==> src/rtl/apb_pkg.sv <==
// apb_pkg: shared opcodes and state encodings for the APB read-modify-write master
package apb_pkg;
  typedef enum logic [1:0] {OP_NOP, OP_READ, OP_WRITE, OP_RMW} apb_op_t;
  typedef enum logic [1:0] {IDLE, SETUP, ACCESS, RESP} apb_state_t;
  localparam logic [1:0] OPC_NOP = 2'b00;
  localparam logic [1:0] OPC_READ = 2'b01;
  localparam logic [1:0] OPC_WRITE = 2'b10;
  localparam logic [1:0] OPC_RMW = 2'b11;
endpackage

==> src/rtl/apb_wait_timer.sv <==
// apb_wait_timer: counts wait-state cycles and flags the last permitted one
module apb_wait_timer #(
  parameter int TIMEOUT = 16
) (
  input  logic pclk,
  input  logic preset_n,
  input  logic clr,
  input  logic en,
  output logic expired
);
  if (TIMEOUT == 0) begin : g_off
    logic unused_in;
    assign unused_in = ^{pclk, preset_n, clr, en};
    assign expired = 1'b0;
  end else begin : g_on
    localparam int W = TIMEOUT > 1 ? $clog2(TIMEOUT) : 1;
    logic [W-1:0] cnt;
    always_ff @(posedge pclk or negedge preset_n)
      if (!preset_n) cnt <= '0;
      else if (clr) cnt <= '0;
      else if (en) cnt <= cnt + W'(1);
    assign expired = en && cnt == W'(TIMEOUT - 1);
  end
endmodule

==> src/rtl/apb_rmw_master.sv <==
// apb_rmw_master: APB3 requester running READ, WRITE and fetch-and-add transfers
module apb_rmw_master
  import apb_pkg::*;
#(
  parameter int ADDR_W = 32,
  parameter int DATA_W = 32,
  parameter int TIMEOUT = 16
) (
  input  logic              pclk,
  input  logic              preset_n,
  input  logic              cmd_valid,
  output logic              cmd_ready,
  input  logic [1:0]        cmd_op,
  input  logic [ADDR_W-1:0] cmd_addr,
  input  logic [DATA_W-1:0] cmd_data,
  output logic              rsp_valid,
  output logic [DATA_W-1:0] rsp_rdata,
  output logic              rsp_err,
  output logic              rsp_timeout,
  output logic              psel_o,
  output logic              penable_o,
  output logic [ADDR_W-1:0] paddr_o,
  output logic              pwrite_o,
  output logic [DATA_W-1:0] pwdata_o,
  input  logic [DATA_W-1:0] prdata_i,
  input  logic              pready_i,
  input  logic              pslverr_i
);
  apb_state_t state, nxt;
  apb_op_t op_q;
  logic [DATA_W-1:0] data_q, rdata_q;
  logic phase, err_q, to_q, live, expired, start;
  assign start = state == IDLE && live && cmd_valid && cmd_op != OPC_NOP;
  apb_wait_timer #(.TIMEOUT(TIMEOUT)) u_timer (
    .pclk(pclk),
    .preset_n(preset_n),
    .clr(state == SETUP),
    .en(state == ACCESS && !pready_i),
    .expired(expired)
  );
  always_ff @(posedge pclk or negedge preset_n)
    if (!preset_n) begin
      state <= IDLE;
      live <= 1'b0;
    end else begin
      state <= nxt;
      live <= 1'b1;
    end
  always_comb begin
    nxt = state;
    cmd_ready = 1'b0;
    psel_o = 1'b0;
    penable_o = 1'b0;
    rsp_valid = 1'b0;
    rsp_rdata = '0;
    rsp_err = 1'b0;
    rsp_timeout = 1'b0;
    case (state)
      IDLE: begin
        cmd_ready = live;
        nxt = start ? SETUP : IDLE;
      end
      SETUP: begin
        psel_o = 1'b1;
        nxt = ACCESS;
      end
      ACCESS: begin
        psel_o = 1'b1;
        penable_o = 1'b1;
        nxt = pready_i ? ((!pslverr_i && op_q == OP_RMW && !phase) ? SETUP : RESP)
                       : (expired ? RESP : ACCESS);
      end
      RESP: begin
        rsp_valid = 1'b1;
        rsp_rdata = rdata_q;
        rsp_err = err_q;
        rsp_timeout = to_q;
        nxt = IDLE;
      end
      default: nxt = IDLE;
    endcase
  end
  always_ff @(posedge pclk or negedge preset_n)
    if (!preset_n) begin
      op_q <= OP_NOP;
      data_q <= '0;
      rdata_q <= '0;
      phase <= 1'b0;
      err_q <= 1'b0;
      to_q <= 1'b0;
      paddr_o <= '0;
      pwrite_o <= 1'b0;
      pwdata_o <= '0;
    end else if (start) begin
      op_q <= apb_op_t'(cmd_op);
      data_q <= cmd_data;
      rdata_q <= '0;
      phase <= 1'b0;
      err_q <= 1'b0;
      to_q <= 1'b0;
      paddr_o <= cmd_addr;
      pwrite_o <= cmd_op == OPC_WRITE;
      pwdata_o <= cmd_op == OPC_WRITE ? cmd_data : '0;
    end else if (state == ACCESS && nxt == SETUP) begin
      rdata_q <= prdata_i;
      phase <= 1'b1;
      pwrite_o <= 1'b1;
      pwdata_o <= prdata_i + data_q;
    end else if (state == ACCESS && nxt == RESP) begin
      rdata_q <= (pready_i && !pslverr_i && !pwrite_o) ? prdata_i : rdata_q;
      err_q <= !pready_i || pslverr_i;
      to_q <= !pready_i;
      paddr_o <= '0;
      pwrite_o <= 1'b0;
      pwdata_o <= '0;
    end
endmodule

==> config.mk <==
export PLATFORM = sky130hd
export DESIGN_NAME = apb_rmw_master
export DESIGN_NICKNAME = d
export VERILOG_FILES = /design/src/rtl/apb_pkg.sv /design/src/rtl/apb_wait_timer.sv /design/src/rtl/apb_rmw_master.sv
export SDC_FILE = /design/constraint.sdc
export NUM_CORES = 1
export LEC_CHECK = 0
export ABC_AREA = 1
export ABC_CLOCK_PERIOD_IN_PS = 2300
export CAP_MARGIN = 15
export CORE_MARGIN = 3
export CORE_UTILIZATION = 45
export CTS_CLUSTER_DIAMETER = 200
export DETAILED_ROUTE_END_ITERATION = 7
export HOLD_SLACK_MARGIN = 0.15
export PLACE_DENSITY = 0.73
export SLEW_MARGIN = 40
export SYNTH_ARGS = -nofsm -noshare
export SYNTH_HDL_FRONTEND = slang
export SYNTH_SLANG_ARGS = --single-unit
==> constraint.sdc <==
create_clock -name pclk -period 2.3 [get_ports pclk]
set_input_delay 0.345 -clock pclk [delete_from_list [all_inputs] [get_ports pclk]]
set_output_delay 0.345 -clock pclk [all_outputs]
set_load 0.01 [all_outputs]
==> out/results.md, run 1 <==
| Result | Value | Unit |
| --- | --- | --- |
| Synthesized area per cell | 6.884 | sq um |
| Post-synthesis net count | 1402 | - |
| Total setup violations reported at the end of the flow | 0 | - |
| Count of cells along the worst register-to-register path | 11 | - |
| All-Layer GR Usage | 25.35 | % |
| Area of the placeable core | 18830 | sq um |
| Main area contributors after synthesis | dfrtp_1, nand2_1, inv_1 | - |
| Number of buffers created by CTS | 17 | - |
| Fmax | 452.5 | MHz |
| Clock tree from TritonCTS | done | - |
| Uppermost metal layer occupied by signal nets | met4 | - |
| Placement Cell Area | 11620 | sq um |
| Total of fill cells in the finished design | 1635 | - |
| Signal arrival time at the worst endpoint | 1.87 | ns |
| Vias | 8835 | - |
| Top fanout value on the critical path | 15 | - |
| Clock root buffer master | clkbuf_16 | - |
| Power density of the placed cells | 959.4 | nW/um^2 |
| Drt wl/cell | 15.40 | um |
| Number of enable-type register cells in the synthesized netlist | 0 | - |
| Clock network power share | 22.9 | % |
| Longest individual stage delay on the worst path | 0.58 | ns |
| Leading cell types by count after synthesis | nand2_1, inv_1, dfrtp_1 | - |
| Buffers from clock root to sink, at most | 2 | - |
| Combined area of the multi-input logic cells | 4185 | sq um |
| Vias per cell | 4.876 | - |
| Reg clk slew, reported paths | 0.07 | ns |
| Flip-flop and latch count after synthesis | 141 | - |
| Number of DRC markers after the initial detailed-route iteration | 520 | - |
| Startpoint types | flop | - |
| Detailed-route wire length on metal 1 | 12.12 | mm |
| Synthesized instance count | 1261 | - |
| RD Place Congestion | 0.9028 | - |
| Sink count of the clock tree | 141 | - |
| Post-route clock period utilization | 96.09 | % |
| Final ANT Viol Nets | 0 | - |
| Hpwl dp | 20.67 | mm |
| Worst hold-check slack | 0.4265 | ns |
| Port Buffer Count | 205 | - |
| H-tree depth reported by CTS | 4 | - |
| Sequential Power Share | 33.7 | % |
| Cell area after synthesis | 8681 | sq um |
| Class of the most critical hold timing path | in2async | - |
| Critical Path Slowest Stage Cell | clkdlybuf4s50_1 | - |
| Main synth FF type | dfrtp_1 | - |
| Worst IR drop on VDD | 0.0005747 | V |
| Number of distinct library cells after synthesis | 39 | - |
| Synth area leader | dfrtp_1 | - |
| Num ports | 206 | - |
| Critical R2R Capture | paddr_o[0] | - |
| Cell Chain, Critical Path | ha_4, buf_12, nand2_1, inv_1, clkdlybuf4s50_1 | - |
| Sequential cell area in the final layout | 3531 | sq um |
| Kind of end point of the critical path | output port | - |
| Initial core utilization | 46.10 | % |
| R2R Path Start | state[0] | - |
| Number of nets in the finished design | 1679 | - |
| Critical path class | reg2out | - |
| Growth of design area from synthesis to finish | 41.90 | % |
| Drt pass-1 iters | 5 | - |
| Count of yosys warnings during synthesis | 0 | - |
| Net switching share of the total power | 38.15 | % |
| Sum of met3 wire segment lengths after detailed routing | 1.456 | mm |
| Result of the run | completed | - |
| Sequential fraction of the synthesis area | 40.65 | % |
| DRC violations left | 0 | - |
| Pint | 0.007310 | W |
| Crit path buf inv count | 3 | - |
| Remaining Overflow, GRT | 0 | - |
| Synth top area share | 40.65 | % |
| Post-route minimum period | 2.210 | ns |
| Leakage power total | 6.739 | nW |
| Global-route wire length before repair | 41.83 | mm |
| Layout cells sized above 1 | 10.06 | % |
| Clock Skew | 0.009628 | ns |
| WP data required | 1.96 | ns |
| Insertion delay to the later sink of the worst-skew pair | 0.43 | ns |
| Most common cell in the netlist | nand2_1 | - |
| Die height | 144.9 | um |
| Fraction of registers with async set or reset after synthesis | 100.0 | % |
| Die Area | 20990 | sq um |
| Count of final hold-check violations | 0 | - |
| Number of antenna violations at the first check in global routing | 1 | - |
| Number of placement rows | 50 | - |
| Setup slack of the worst register-to-register path | 0.17 | ns |
| Sum of routed wire length over all layers | 27.90 | mm |
| Met2 wire length | 13.57 | mm |
| Width of the die | 144.9 | um |
| Finished layout cell area | 12320 | sq um |
| P_sw | 0.004508 | W |
| Top Family by Delay on Critical Path | buffers and inverters | - |
| Vias in the first global route | 8378 | - |
| Gate power share | 43.3 | % |
| Final Max Tran Viols | 0 | - |
| Largest net degree at the start of global routing | 60 | - |
| Count of max-cap constraint violations | 0 | - |
| Setup repair after global routing missed its margin | false | - |
==> repair_timing <==
| action | 4_1_cts | 5_1_grt |
|---|---|---|
| hold buffers | 1 | 0 |
| resized for setup | 3 | 6 |
| gates cloned | 0 | 3 |
| hold endpoints to repair | 42 | 0 |
| setup buffers | 1 | 0 |
| endpoints found under the setup margin | 11 | 32 |
==> layout make-up <==
class	instances	share of cell area (%)
multi-input cells	872	33.98
flip-flops and latches	141	28.66
repair buffers	300	23.72
inverters	206	6.277
clock buffers	17	3.454
well taps	260	2.641
clock inverters	15	1.249
diodes	1	0.02031
==> power groups by stage <==
stage	combinational, W	clock, W	sequential (W)
after detailed placement	0.00504	0	0.00401
after global placement	0.00493	0	0.00398
after floorplan	0.00251	0	0.00409
after CTS	0.00509	0.00275	0.00398
after global routing	0.00570	0.00285	0.00409
final	0.00512	0.00271	0.00398
==> layer usage <==
layer  GRT usage, %  vias up
met4          9.131        0
met1          33.88     4115
li1               -     4420
met2          42.43      247
met5              0        -
met3          3.155       53
==> through the flow <==
step / power [W] / setup WS [ns] / TNS [ns] / utilization (%) / cells
floorplan: 0.006600 / 0.4739 / 0 / - / 1261
global placement: 0.008907 / -0.2228 / -1.923 / 61.73 / 1774
detailed placement: 0.009047 / -0.3012 / -2.782 / 61.73 / 1774
CTS: 0.01182 / 0.01098 / 0 / 64.90 / 1808
global route: 0.01264 / 0.0002311 / 0 / 65.42 / 1812
finish: 0.01182 / 0.08989 / 0 / 65.42 / 1812
==> state kept, by name, summed over array words and instances (netlist names) <==
register          count
to_q                  1
pwrite_o              1
phase                 1
pwdata_o             32
live                  1
data_q               32
err_q                 1
op_q                  2
u_timer.g_on.cnt      4
rdata_q              32
state                 2
paddr_o              32
==> cell usage in the layout (no fill, tap or decap), drive strengths merged, types with 4 or more instances in the layout <==
| cell type | count |
|---|---|
| clkbuf | 20 |
| nor3 | 4 |
| nand3 | 95 |
| nand2 | 543 |
| ha | 37 |
| xor2 | 4 |
| clkdlybuf4s50 | 201 |
| dfrtp | 141 |
| nand4 | 4 |
| buf | 92 |
| nor2 | 51 |
| o21ai | 39 |
| a21oi | 24 |
| or2 | 10 |
| o211ai | 11 |
| inv | 213 |
| clkinv | 6 |
| nand3b | 36 |
==> worst max path at each step <==
stage | from | endpoint | slack (ns) | cells past startpoint
4_1_cts | state[1] | rsp_rdata[31] | 0.01 | 5
3_3_place_gp | prdata_i[0] | pwdata_o[28] | -0.22 | 14
6_report | state[1] | rsp_rdata[24] | 0.09 | 5
5_1_grt | state[0] | rdata_q[13] | 0.0002 | 12
3_5_place_dp | prdata_i[0] | pwdata_o[28] | -0.30 | 14
2_1_floorplan | state[1] | rdata_q[10] | 0.47 | 14
==> logic make-up after synthesis <==
logic type,Yosys count,synth area share (%)
AOI/OAI and AO/OA,83,5.737
and+or+nand+nor,745,36.16
other,1,0.04320
xor gates and xnor gates,5,0.5044
adders and majority gates,38,5.564
DFF,141,40.65
buffers and inverters,248,11.34
Note: power is estimated with default switching activity, not from simulation.
==> run 2, diff against run 1 <==
--- a/config.mk
+++ b/config.mk
@@ -14,7 +14,7 @@
 export DETAILED_ROUTE_END_ITERATION = 7
 export HOLD_SLACK_MARGIN = 0.15
 export PLACE_DENSITY = 0.73
-export SLEW_MARGIN = 40
+export SLEW_MARGIN = 0
 export SYNTH_ARGS = -nofsm -noshare
 export SYNTH_HDL_FRONTEND = slang
 export SYNTH_SLANG_ARGS = --single-unit
==> results of run 2 <==
The final DEF is identical to that of run 1; final timing and power are the same.
